`src/rtl/fft_sample_writer_pkg.sv`:
```
// Shared definitions for the FFT waveform RAM writer: state encoding,
// channel-select constants (common with the sequence loader) and frame length.
package fft_sample_writer_pkg;

   localparam logic [2:0] ST_IDLE  = 3'd0;
   localparam logic [2:0] ST_ARMED = 3'd1;
   localparam logic [2:0] ST_WR_L  = 3'd2;
   localparam logic [2:0] ST_WR_R  = 3'd3;
   localparam logic [2:0] ST_FULL  = 3'd4;

   typedef enum logic [2:0] {
      IDLE  = ST_IDLE,
      ARMED = ST_ARMED,
      WR_L  = ST_WR_L,
      WR_R  = ST_WR_R,
      FULL  = ST_FULL
   } writerState_t;

   localparam logic CH_L = 1'b0;
   localparam logic CH_R = 1'b1;

   // Address MSB is the channel select, so a frame uses half the address space.
   function automatic int frameLen(input int bwDpram);
      return 1 << (bwDpram - 1);
   endfunction

endpackage

```
`src/rtl/fft_sample_writer_if.sv`:
```
// Stereo sample input and DPRAM write-side bus of the FFT sample writer.
interface fft_sample_writer_if #(
   parameter int bw_dpram = 12,
   parameter int bw_data  = 16,
   parameter int bw_ovr   = 8
);
   logic                Arm;
   logic                SampleValid;
   logic [bw_data-1:0]  SampleL;
   logic [bw_data-1:0]  SampleR;
   logic [bw_dpram-1:0] WriteAddr;
   logic [bw_data-1:0]  WriteData;
   logic                WriteEn;
   logic                Busy;
   logic                FrameReady;
   logic                FrameDone;
   logic [bw_ovr-1:0]   OverrunCount;

   modport master (
      output Arm, SampleValid, SampleL, SampleR,
      input  WriteAddr, WriteData, WriteEn, Busy, FrameReady, FrameDone, OverrunCount
   );

   modport slave (
      input  Arm, SampleValid, SampleL, SampleR,
      output WriteAddr, WriteData, WriteEn, Busy, FrameReady, FrameDone, OverrunCount
   );
endinterface

```
`src/rtl/fft_sample_writer_sat.sv`:
```
// Saturating up-counter with synchronous clear; holds at all-ones.
module sat_counter #(
   parameter int WIDTH = 8
) (
   input  logic             Clock,
   input  logic             Reset,
   input  logic             Clear,
   input  logic             Inc,
   output logic [WIDTH-1:0] Count
);

   always_ff @(posedge Clock or posedge Reset) begin
      if (Reset)
         Count <= '0;
      else if (Clear)
         Count <= '0;
      else if (Inc && (Count != '1))
         Count <= Count + WIDTH'(1);
   end

endmodule

```
`src/rtl/fft_sample_writer.sv`:
```
// Captures stereo sample pairs into the waveform DPRAM one frame at a time,
// L then R per pair, and holds the frame until re-armed.
module fft_sample_writer
   import fft_sample_writer_pkg::*;
#(
   parameter int bw_dpram = 12,
   parameter int bw_data  = 16,
   parameter int bw_ovr   = 8
) (
   input logic                 Clock,
   input logic                 Reset,
   fft_sample_writer_if.slave  bus
);

   localparam int IDX_W = bw_dpram - 1;
   localparam logic [IDX_W-1:0] LAST_IDX = IDX_W'(frameLen(bw_dpram) - 1);

   writerState_t        state;
   logic [IDX_W-1:0]    idx;
   logic [IDX_W-1:0]    idxNext;
   logic [bw_data-1:0]  holdR;
   logic [bw_dpram-1:0] writeAddr;
   logic [bw_data-1:0]  writeData;
   logic                writeEn;
   logic                busy;
   logic                frameReady;
   logic                frameDone;
   logic                ovrClear;
   logic                ovrInc;

   assign idxNext  = idx + IDX_W'(1);
   assign ovrClear = bus.Arm && ((state == IDLE) || (state == FULL));
   assign ovrInc   = bus.SampleValid && (state == WR_L);

   // The left sample goes straight into the write-data register, which serves
   // as its hold stage; only the right sample needs a separate hold register.
   always_ff @(posedge Clock or posedge Reset) begin
      if (Reset) begin
         state      <= IDLE;
         idx        <= '0;
         holdR      <= '0;
         writeEn    <= 1'b0;
         writeAddr  <= '0;
         writeData  <= '0;
         busy       <= 1'b0;
         frameReady <= 1'b0;
         frameDone  <= 1'b0;
      end else begin
         writeEn   <= 1'b0;
         frameDone <= 1'b0;
         case (state)
            IDLE, FULL: begin
               if (bus.Arm) begin
                  state      <= ARMED;
                  idx        <= '0;
                  frameReady <= 1'b0;
                  busy       <= 1'b1;
               end
            end
            ARMED: begin
               if (bus.SampleValid) begin
                  holdR     <= bus.SampleR;
                  writeEn   <= 1'b1;
                  writeAddr <= {CH_L, idx};
                  writeData <= bus.SampleL;
                  state     <= WR_L;
               end
            end
            WR_L: begin
               writeEn   <= 1'b1;
               writeAddr <= {CH_R, idx};
               writeData <= holdR;
               state     <= WR_R;
            end
            WR_R: begin
               if (idx == LAST_IDX) begin
                  idx        <= '0;
                  state      <= FULL;
                  busy       <= 1'b0;
                  frameReady <= 1'b1;
                  frameDone  <= 1'b1;
               end else begin
                  idx <= idxNext;
                  if (bus.SampleValid) begin
                     holdR     <= bus.SampleR;
                     writeEn   <= 1'b1;
                     writeAddr <= {CH_L, idxNext};
                     writeData <= bus.SampleL;
                     state     <= WR_L;
                  end else begin
                     state <= ARMED;
                  end
               end
            end
            default: state <= IDLE;
         endcase
      end
   end

   sat_counter #(
      .WIDTH (bw_ovr)
   ) overrunCounter (
      .Clock (Clock),
      .Reset (Reset),
      .Clear (ovrClear),
      .Inc   (ovrInc),
      .Count (bus.OverrunCount)
   );

   assign bus.WriteEn    = writeEn;
   assign bus.WriteAddr  = writeAddr;
   assign bus.WriteData  = writeData;
   assign bus.Busy       = busy;
   assign bus.FrameReady = frameReady;
   assign bus.FrameDone  = frameDone;

endmodule
```
`src/flat_wrapper.sv`:
```
// flat-port wrapper written by rule: the top's interface ports become plain ports
module fft_sample_writer_flat import fft_sample_writer_pkg::*;
#(
   parameter int bw_dpram = 12,
   parameter int bw_data  = 16,
   parameter int bw_ovr   = 8
)
  (Clock, Reset, bus_Arm, bus_SampleValid, bus_SampleL, bus_SampleR, bus_WriteAddr, bus_WriteData, bus_WriteEn, bus_Busy, bus_FrameReady, bus_FrameDone, bus_OverrunCount);
  fft_sample_writer_if #(.bw_dpram(bw_dpram), .bw_data(bw_data), .bw_ovr(bw_ovr)) bus_i ();
  input logic Clock;
  input logic Reset;
  input wire logic [$bits(bus_i.Arm)-1:0] bus_Arm;
  input wire logic [$bits(bus_i.SampleValid)-1:0] bus_SampleValid;
  input wire logic [$bits(bus_i.SampleL)-1:0] bus_SampleL;
  input wire logic [$bits(bus_i.SampleR)-1:0] bus_SampleR;
  output wire logic [$bits(bus_i.WriteAddr)-1:0] bus_WriteAddr;
  output wire logic [$bits(bus_i.WriteData)-1:0] bus_WriteData;
  output wire logic [$bits(bus_i.WriteEn)-1:0] bus_WriteEn;
  output wire logic [$bits(bus_i.Busy)-1:0] bus_Busy;
  output wire logic [$bits(bus_i.FrameReady)-1:0] bus_FrameReady;
  output wire logic [$bits(bus_i.FrameDone)-1:0] bus_FrameDone;
  output wire logic [$bits(bus_i.OverrunCount)-1:0] bus_OverrunCount;
  assign bus_i.Arm = bus_Arm;
  assign bus_i.SampleValid = bus_SampleValid;
  assign bus_i.SampleL = bus_SampleL;
  assign bus_i.SampleR = bus_SampleR;
  assign bus_WriteAddr = bus_i.WriteAddr;
  assign bus_WriteData = bus_i.WriteData;
  assign bus_WriteEn = bus_i.WriteEn;
  assign bus_Busy = bus_i.Busy;
  assign bus_FrameReady = bus_i.FrameReady;
  assign bus_FrameDone = bus_i.FrameDone;
  assign bus_OverrunCount = bus_i.OverrunCount;
  fft_sample_writer #(.bw_dpram(bw_dpram), .bw_data(bw_data), .bw_ovr(bw_ovr)) u_core (.Clock(Clock), .Reset(Reset), .bus(bus_i));
endmodule
```
`config.mk`:
```
export PLATFORM = sky130hd
export DESIGN_NAME = fft_sample_writer_flat
export DESIGN_NICKNAME = d
export VERILOG_FILES = /design/src/rtl/fft_sample_writer_pkg.sv /design/src/rtl/fft_sample_writer_if.sv /design/src/rtl/fft_sample_writer_sat.sv /design/src/rtl/fft_sample_writer.sv /design/src/flat_wrapper.sv
export SDC_FILE = /design/constraint.sdc
export NUM_CORES = 1
export LEC_CHECK = 0
export CAP_MARGIN = 25
export CORE_MARGIN = 2
export CORE_UTILIZATION = 54
export CTS_CLUSTER_SIZE = 25
export DETAILED_ROUTE_END_ITERATION = 8
export GPL_TIMING_DRIVEN = 0
export HOLD_SLACK_MARGIN = 0.08
export PLACE_DENSITY = 0.85
export SETUP_SLACK_MARGIN = 0.15
export SLEW_MARGIN = 40
export SYNTH_ARGS = -nofsm -noshare
export SYNTH_HDL_FRONTEND = slang
export SYNTH_SLANG_ARGS = --single-unit
```
`constraint.sdc`:
```
create_clock -name Clock -period 3.1 [get_ports Clock]
set_input_delay 0.465 -clock Clock [delete_from_list [all_inputs] [get_ports Clock]]
set_output_delay 0.465 -clock Clock [all_outputs]
set_load 0.01 [all_outputs]
```
### Yosys cells after proc, flatten, opt, wreduce, memory -nomap -nowiden

Index checks and enable logic that the tools add are counted.

| cells by class | value |
|---|---|
| div/mod/pow operators | 0 |
| shifts and indexed selects | 0 |
| order comparisons | 0 |
| add/subtract/negate cells | 2 |
| multiply operators | 0 |
| multiplexer cells | 31 |
| bitwise operators | 0 |
| reductions and logical operators | 16 |
| equality and inequality tests | 11 |

Operator list:

| cell | number |
|---|---|
| two-way mux 16 bit | 4 |
| one-hot mux 16 bit (3 select lines) | 1 |
| two-way mux 12 bit | 3 |
| one-hot mux 12 bit (3 select lines) | 1 |
| one-hot mux 16 bit (2 select lines) | 1 |
| two-way mux 11 bit | 2 |
| one-hot mux 11 bit (2 select lines) | 1 |
| two-way mux 8 bit | 2 |
| one-hot mux 3 bit (4 select lines) | 1 |
| adder 11 x 1 -> 11 bit (second input constant) | 1 |
| == test 11 bit (second input constant) | 1 |
| two-way mux 3 bit | 3 |
| adder 8 x 1 -> 8 bit (second input constant) | 1 |
| two-way mux 1 bit | 8 |
| != test 2 bit (second input constant) | 4 |
| != test 8 bit (second input constant) | 1 |
| AND reduction 2 bit | 4 |
| == test 3 x 2 -> 1 bit (second input constant) | 2 |
| nonzero test 2 bit | 3 |
| one-hot mux 1 bit (2 select lines) | 2 |
| AND reduction 4 bit | 1 |
| == test 3 x 1 -> 1 bit (second input constant) | 1 |
| == test 3 bit (second input constant) | 1 |
| logical AND 1 bit | 3 |
| other kinds (8) | 8 |

| storage, ports and cells | value |
|---|---|
| logic and storage cells | 70 |
| memories | 0 |
| bits in writable memories | 0 |
| ROM bits | 0 |
| output and inout port bits | 40 |
| bits in latches | 0 |
| bits in registers | 70 |

### Logic depth before layout (Yosys ltp)

| logic depth | value |
|---|---|
| depth after elaboration | 5 |
| gate-level depth with buffers | 7 |
| gate-level depth less buffers | 5 |

### Hierarchy

A second synthesis with hierarchy kept.

| second synthesis, totals | value |
|---|---|
| cells, all modules | 278 |
| area total of the unflattened synthesis | 3417.0 sq um |

Modules (own cells, without submodules):

| module | area an instance (sq um) | times used | cells each |
|---|---|---|---|
| fft_sample_writer | 2912.8 | 1 | 229 |
| sat_counter | 504.2 | 1 | 49 |

### Least setup slack after synthesis

No wires, ideal clock.

| timing path | value |
|---|---|
| kind | flip-flop to flip-flop |
| start | reg u_core.idx[0] |
| end | reg u_core.writeAddr[7] (netlist: u_core.bus.WriteAddr[7]) |
| period minus slack after synthesis | 2.101 ns |
| slack | 0.999 ns |
| arrival | 1.973 ns |
| library setup time | 0.127 ns |
| required time | 2.973 ns |
| cell stages (with the launch flop) | 8 |
| path through | dfrtp_1 ha_1 nand4_1 nor4_2 a21o_1 buf_6 buf_8 mux2_1 |

| on the way | value |
|---|---|
| longest elaborated chain between the ends | 4 |
| elaborated cells on any way between the ends | 7 |

Ends and longest elaborated chain:

| what | RTL line | text |
|---|---|---|
| start, declared | fft_sample_writer.sv:19 | `logic [IDX_W-1:0] idx;` |
| start signal, assigned | fft_sample_writer.sv:83 | `idx <= idxNext;` |
| adder 11 x 1 -> 11 bit | fft_sample_writer.sv:31 | `assign idxNext = idx + IDX_W'(1);` |
| two-way mux 12 bit | fft_sample_writer.sv:84 | `if (bus.SampleValid) begin` |
| two-way mux 12 bit | fft_sample_writer.sv:76 | `if (idx == LAST_IDX) begin` |
| one-hot mux 12 bit (3 select lines) | fft_sample_writer.sv:51 | `case (state)` |
| end signal, assigned | fft_sample_writer.sv:64 | `writeAddr <= {CH_L, idx};` |
| end signal, assigned | fft_sample_writer.sv:71 | `writeAddr <= {CH_R, idx};` |
| end signal, assigned | fft_sample_writer.sv:87 | `writeAddr <= {CH_L, idxNext};` |
| end, declared | fft_sample_writer.sv:22 | `logic [bw_dpram-1:0] writeAddr;` |

Parallel ways exist; a longest one is shown, timed or not. The select of a mux whose other input is x is not followed.
A chain may end at the register's enable or synchronous reset.

### Worst setup path in the final report

| timing path | value |
|---|---|
| start | reg u_core.idx[0] |
| end | reg u_core.writeData[1] (netlist: u_core.bus.WriteData[1]) |

| on the way | value |
|---|---|
| longest elaborated chain between the ends | 3 |

Ends and longest elaborated chain:

| what | RTL line | text |
|---|---|---|
| == test 11 bit | fft_sample_writer.sv:76 |  |
| != test 2 bit (no line) | -- |  |
| AND reduction 2 bit (no line) | -- |  |
| end signal, assigned | fft_sample_writer.sv:65 | `writeData <= bus.SampleL;` |
| end signal, assigned | fft_sample_writer.sv:72 | `writeData <= holdR;` |
| end signal, assigned | fft_sample_writer.sv:88 | `writeData <= bus.SampleL;` |
| end, declared | fft_sample_writer.sv:23 | `logic [bw_data-1:0] writeData;` |

Every way passes these cells.

==> metrics.cfg <==
[clock_network]
clk_path_buf_depth=2
holdBufCountCts=0
ctsHtreeMaxLevel=3
cts_tree=built
clock_latency_ps=350
cts_setup_buffers=0
clkTransAtPathRegs_ps=80
clock_sinks=70
cts_root_buf=clkbuf_8
cts_resized=0
cts_buffers=9

[pwr]
swShare_pct=33.5
seqPwrFrac_pct=37.9
peakVddDrop_mv=0.544
p_per_area_nw_per_um2=865
p_leak_nw=1.91
p_switching_mw=1.29
power_frac_comb_pct=42.7
clkPwrFrac_pct=19.3
internal_power_mw=2.55

[timing]
max_slew_margin_pct=60.2
max_slew.worst_pin.slew_ps=595
hold_violations=0
setup_viol=0
fin_tns_setup_ps=0
setup_ws_ps=702
rsz0062_at_grt=false
finalHoldWorstSlack_ps=394
finalCriticalPeriod_ps=2400
fmax_ghz=0.417
fin_crit_sh_pct=77.3
skew_ps=11.6
drv_slew=0

[logic_synthesis]
postSynthCellCount=276
syn-num-nets=314
yosysUniqueCellTypes=45
synth_area_um2=3360
ys_seq_elements=70
synthArstFlopShare_pct=100
synth_seq_area_share_pct=52.1
yosysWarnings=0
synthFlopType=dfrtp_1
synth_edf_count=0
syn_avg_cell_area_um2=12.2

[critical_path]
worst_ep_arrival_time_ps=2630
worst_setup_path_end_kind=flop
slowest_delay_ps=440
worstPathMaxFanout=10
startpoint_type=flop
crit_required_ps=3330
slowest_stage=dfrtp_1
worstSetupStartpoint=u_core.idx[0]
path_class=reg -> reg
path_cells=ha_1 -> nand4_1 -> nor4_2 -> a21o_1 -> buf_6 -> buf_8 -> mux2_1
r2r-start=u_core.idx[0]

[layout]
area_delta_synth_final_pct=32.0
fin_cells=443
regArea_um2=1750
finalNetCount=401
antenna_cells=0
stdcell_area_um2=4440
multi_input_area_um2=1480
fill_cells=425
layout-drive-gt1-share_pct=23.1

[routing]
dr.first_iter.drc_count=217
detail_route.vias_per_cell=5.68
ant_nets=0
drc=0
wl_um=7460
dr.pass1.iters=4
avgRoutedWirePerCell_um=16.8
route.vias.total=2517

[floorplanning]
die_h_um=82.9
start_util_pct=56.4
num_io_pins=76
die_x_um=82.9
rows=28
die_area_um2=6870
core_region_area_um2=5960

[placement]
gp_congestion=0.857
dp_slack_ps=726
place_hpwl_um=5050
port-buffer-count=75
placed_cells=427
placedInstanceArea_um2=4240

[grt]
grtUsageMet1_pct=30.0
antenna_found_initial=0
grt_max_degree=61
top_usage_layer=met2
grt_use_total_pct=23.1
first_global_vias=2578
met2_usage_pct=36.9
grt.overflow.total=0
grt_pass1_wl_um=12800
grtUsageMet3_pct=4.77

[run_status]
status=complete, no violations

[flow_run]
cap_violations=0

[hold_path]
hp-class=in -> async

[worst paths after layout]
kind | to | slack [ps] | cells after the start
worst min-delay path | u_core.bus.WriteAddr[4] | 390 | 2
min in group Clock | u_core.bus.WriteAddr[9] | 490 | 1
worst max register to register | u_core.bus.WriteData[1] | 700 | 7
worst max-delay path | u_core.bus.WriteData[1] | 700 | 7
max in group asynchronous | u_core.bus.WriteAddr[9] | 2200 | 3
worst min register to register | u_core.bus.WriteAddr[9] | 490 | 1
[layout by cell type (no fill, tap or decap), types with 9 or more instances in the layout]
master / Yosys / layout
clkdlybuf4s50_1: 0 / 75
dfrtp_1: 70 / 70
mux2_2: 42 / 42
o21ai_0: 16 / 16
nand3_1: 13 / 13
nand2_1: 12 / 12
nor2_1: 11 / 11
a21oi_1: 10 / 10
clkbuf_8: 0 / 10
mux2_4: 9 / 9
[final cells by class]
class                   instances  share of cell area, %
inverters                       9                  0.874
plain buffers                  16                   2.23
clock inverters                 6                   1.38
well taps                      75                   2.11
flip-flops and latches         70                   39.5
multi-input cells             181                   33.3
repair buffers                 76                   17.5
clock buffers                  10                   3.10
[power by group through the flow]
| stage | logic (mW) | clock network, mW | registers, mW |
|---|---|---|---|
| floorplan | 0.964 | 0 | 1.50 |
| global route | 1.78 | 0.792 | 1.49 |
| finish | 1.64 | 0.742 | 1.46 |
| CTS | 1.66 | 0.753 | 1.45 |
| detailed placement | 1.64 | 0 | 1.46 |
| global placement | 1.59 | 0 | 1.45 |
[synth_stat cells, types with 3 or more instances]
master | n | area, µm²
dfrtp_1 | 70 | 1750
mux2_2 | 42 | 473
o21ai_0 | 16 | 80.1
nand3_1 | 13 | 65.1
nand2_1 | 12 | 45.0
nor2_1 | 11 | 41.3
a21oi_1 | 10 | 50.1
inv_1 | 9 | 33.8
mux2_4 | 9 | 135
xnor2_1 | 8 | 70.1
clkbuf_1 | 7 | 26.3
mux2_1 | 7 | 78.8
a31oi_1 | 5 | 31.3
or3_1 | 5 | 31.3
buf_2 | 4 | 20.0
nand4_1 | 4 | 25.0
and4_1 | 3 | 26.3
mux2i_1 | 3 | 30.0
o31ai_1 | 3 | 22.5
[routing by layer]
metal | share of wire, % | vias up | routed length, µm
met1 | 44 | 1264 | 3250
met3 | 4.2 | 19 | 311
met4 | 3.3 | 0 | 247
met5 | 0 | - | 0
met2 | 49 | 69 | 3650
li1 | - | 1165 | -
[kinds of logic (layout without fill, tap and decap cells)]
kind of cell | after synthesis | in the layout | synth area share (%)
AO/OA/AOI/OAI | 42 | 42 | 7.44
AND/OR/NAND/NOR | 67 | 67 | 12.1
flip-flops | 70 | 70 | 52.1
multiplexers | 61 | 61 | 21.3
buffers and inverters | 25 | 117 | 3.94
adder cells (fa/ha/maj) | 2 | 2 | 0.744
XOR/XNOR | 9 | 9 | 2.34
[flip-flops by register name, summed over array words and instances, names as in the netlist]
name                         cells
u_core.bus.Busy                  1
u_core.bus.FrameDone             1
u_core.bus.FrameReady            1
u_core.bus.WriteAddr            12
u_core.bus.WriteData            16
u_core.bus.WriteEn               1
u_core.holdR                    16
u_core.idx                      11
u_core.overrunCounter.Count      8
u_core.state                     3
[worst max-delay path: cells and delay by family (launching register included)]
| kind | cells | cell delay [ps] |
|---|---|---|
| and+or+nand+nor | 2 | 700 |
| DFF | 1 | 440 |
| adders and majority gates | 1 | 300 |
| buffers and inverters | 2 | 320 |
| AOI/OAI and AO/OA | 1 | 200 |
| muxes | 1 | 330 |
[stage by stage]
step,power [mW],util (%)
2_1_floorplan,2.47,-
3_3_place_gp,3.03,70.6
3_5_place_dp,3.10,71.2
4_1_cts,3.87,74.5
5_1_grt,4.06,74.5
6_report,3.84,74.5
(Power assumes the default switching activity.)
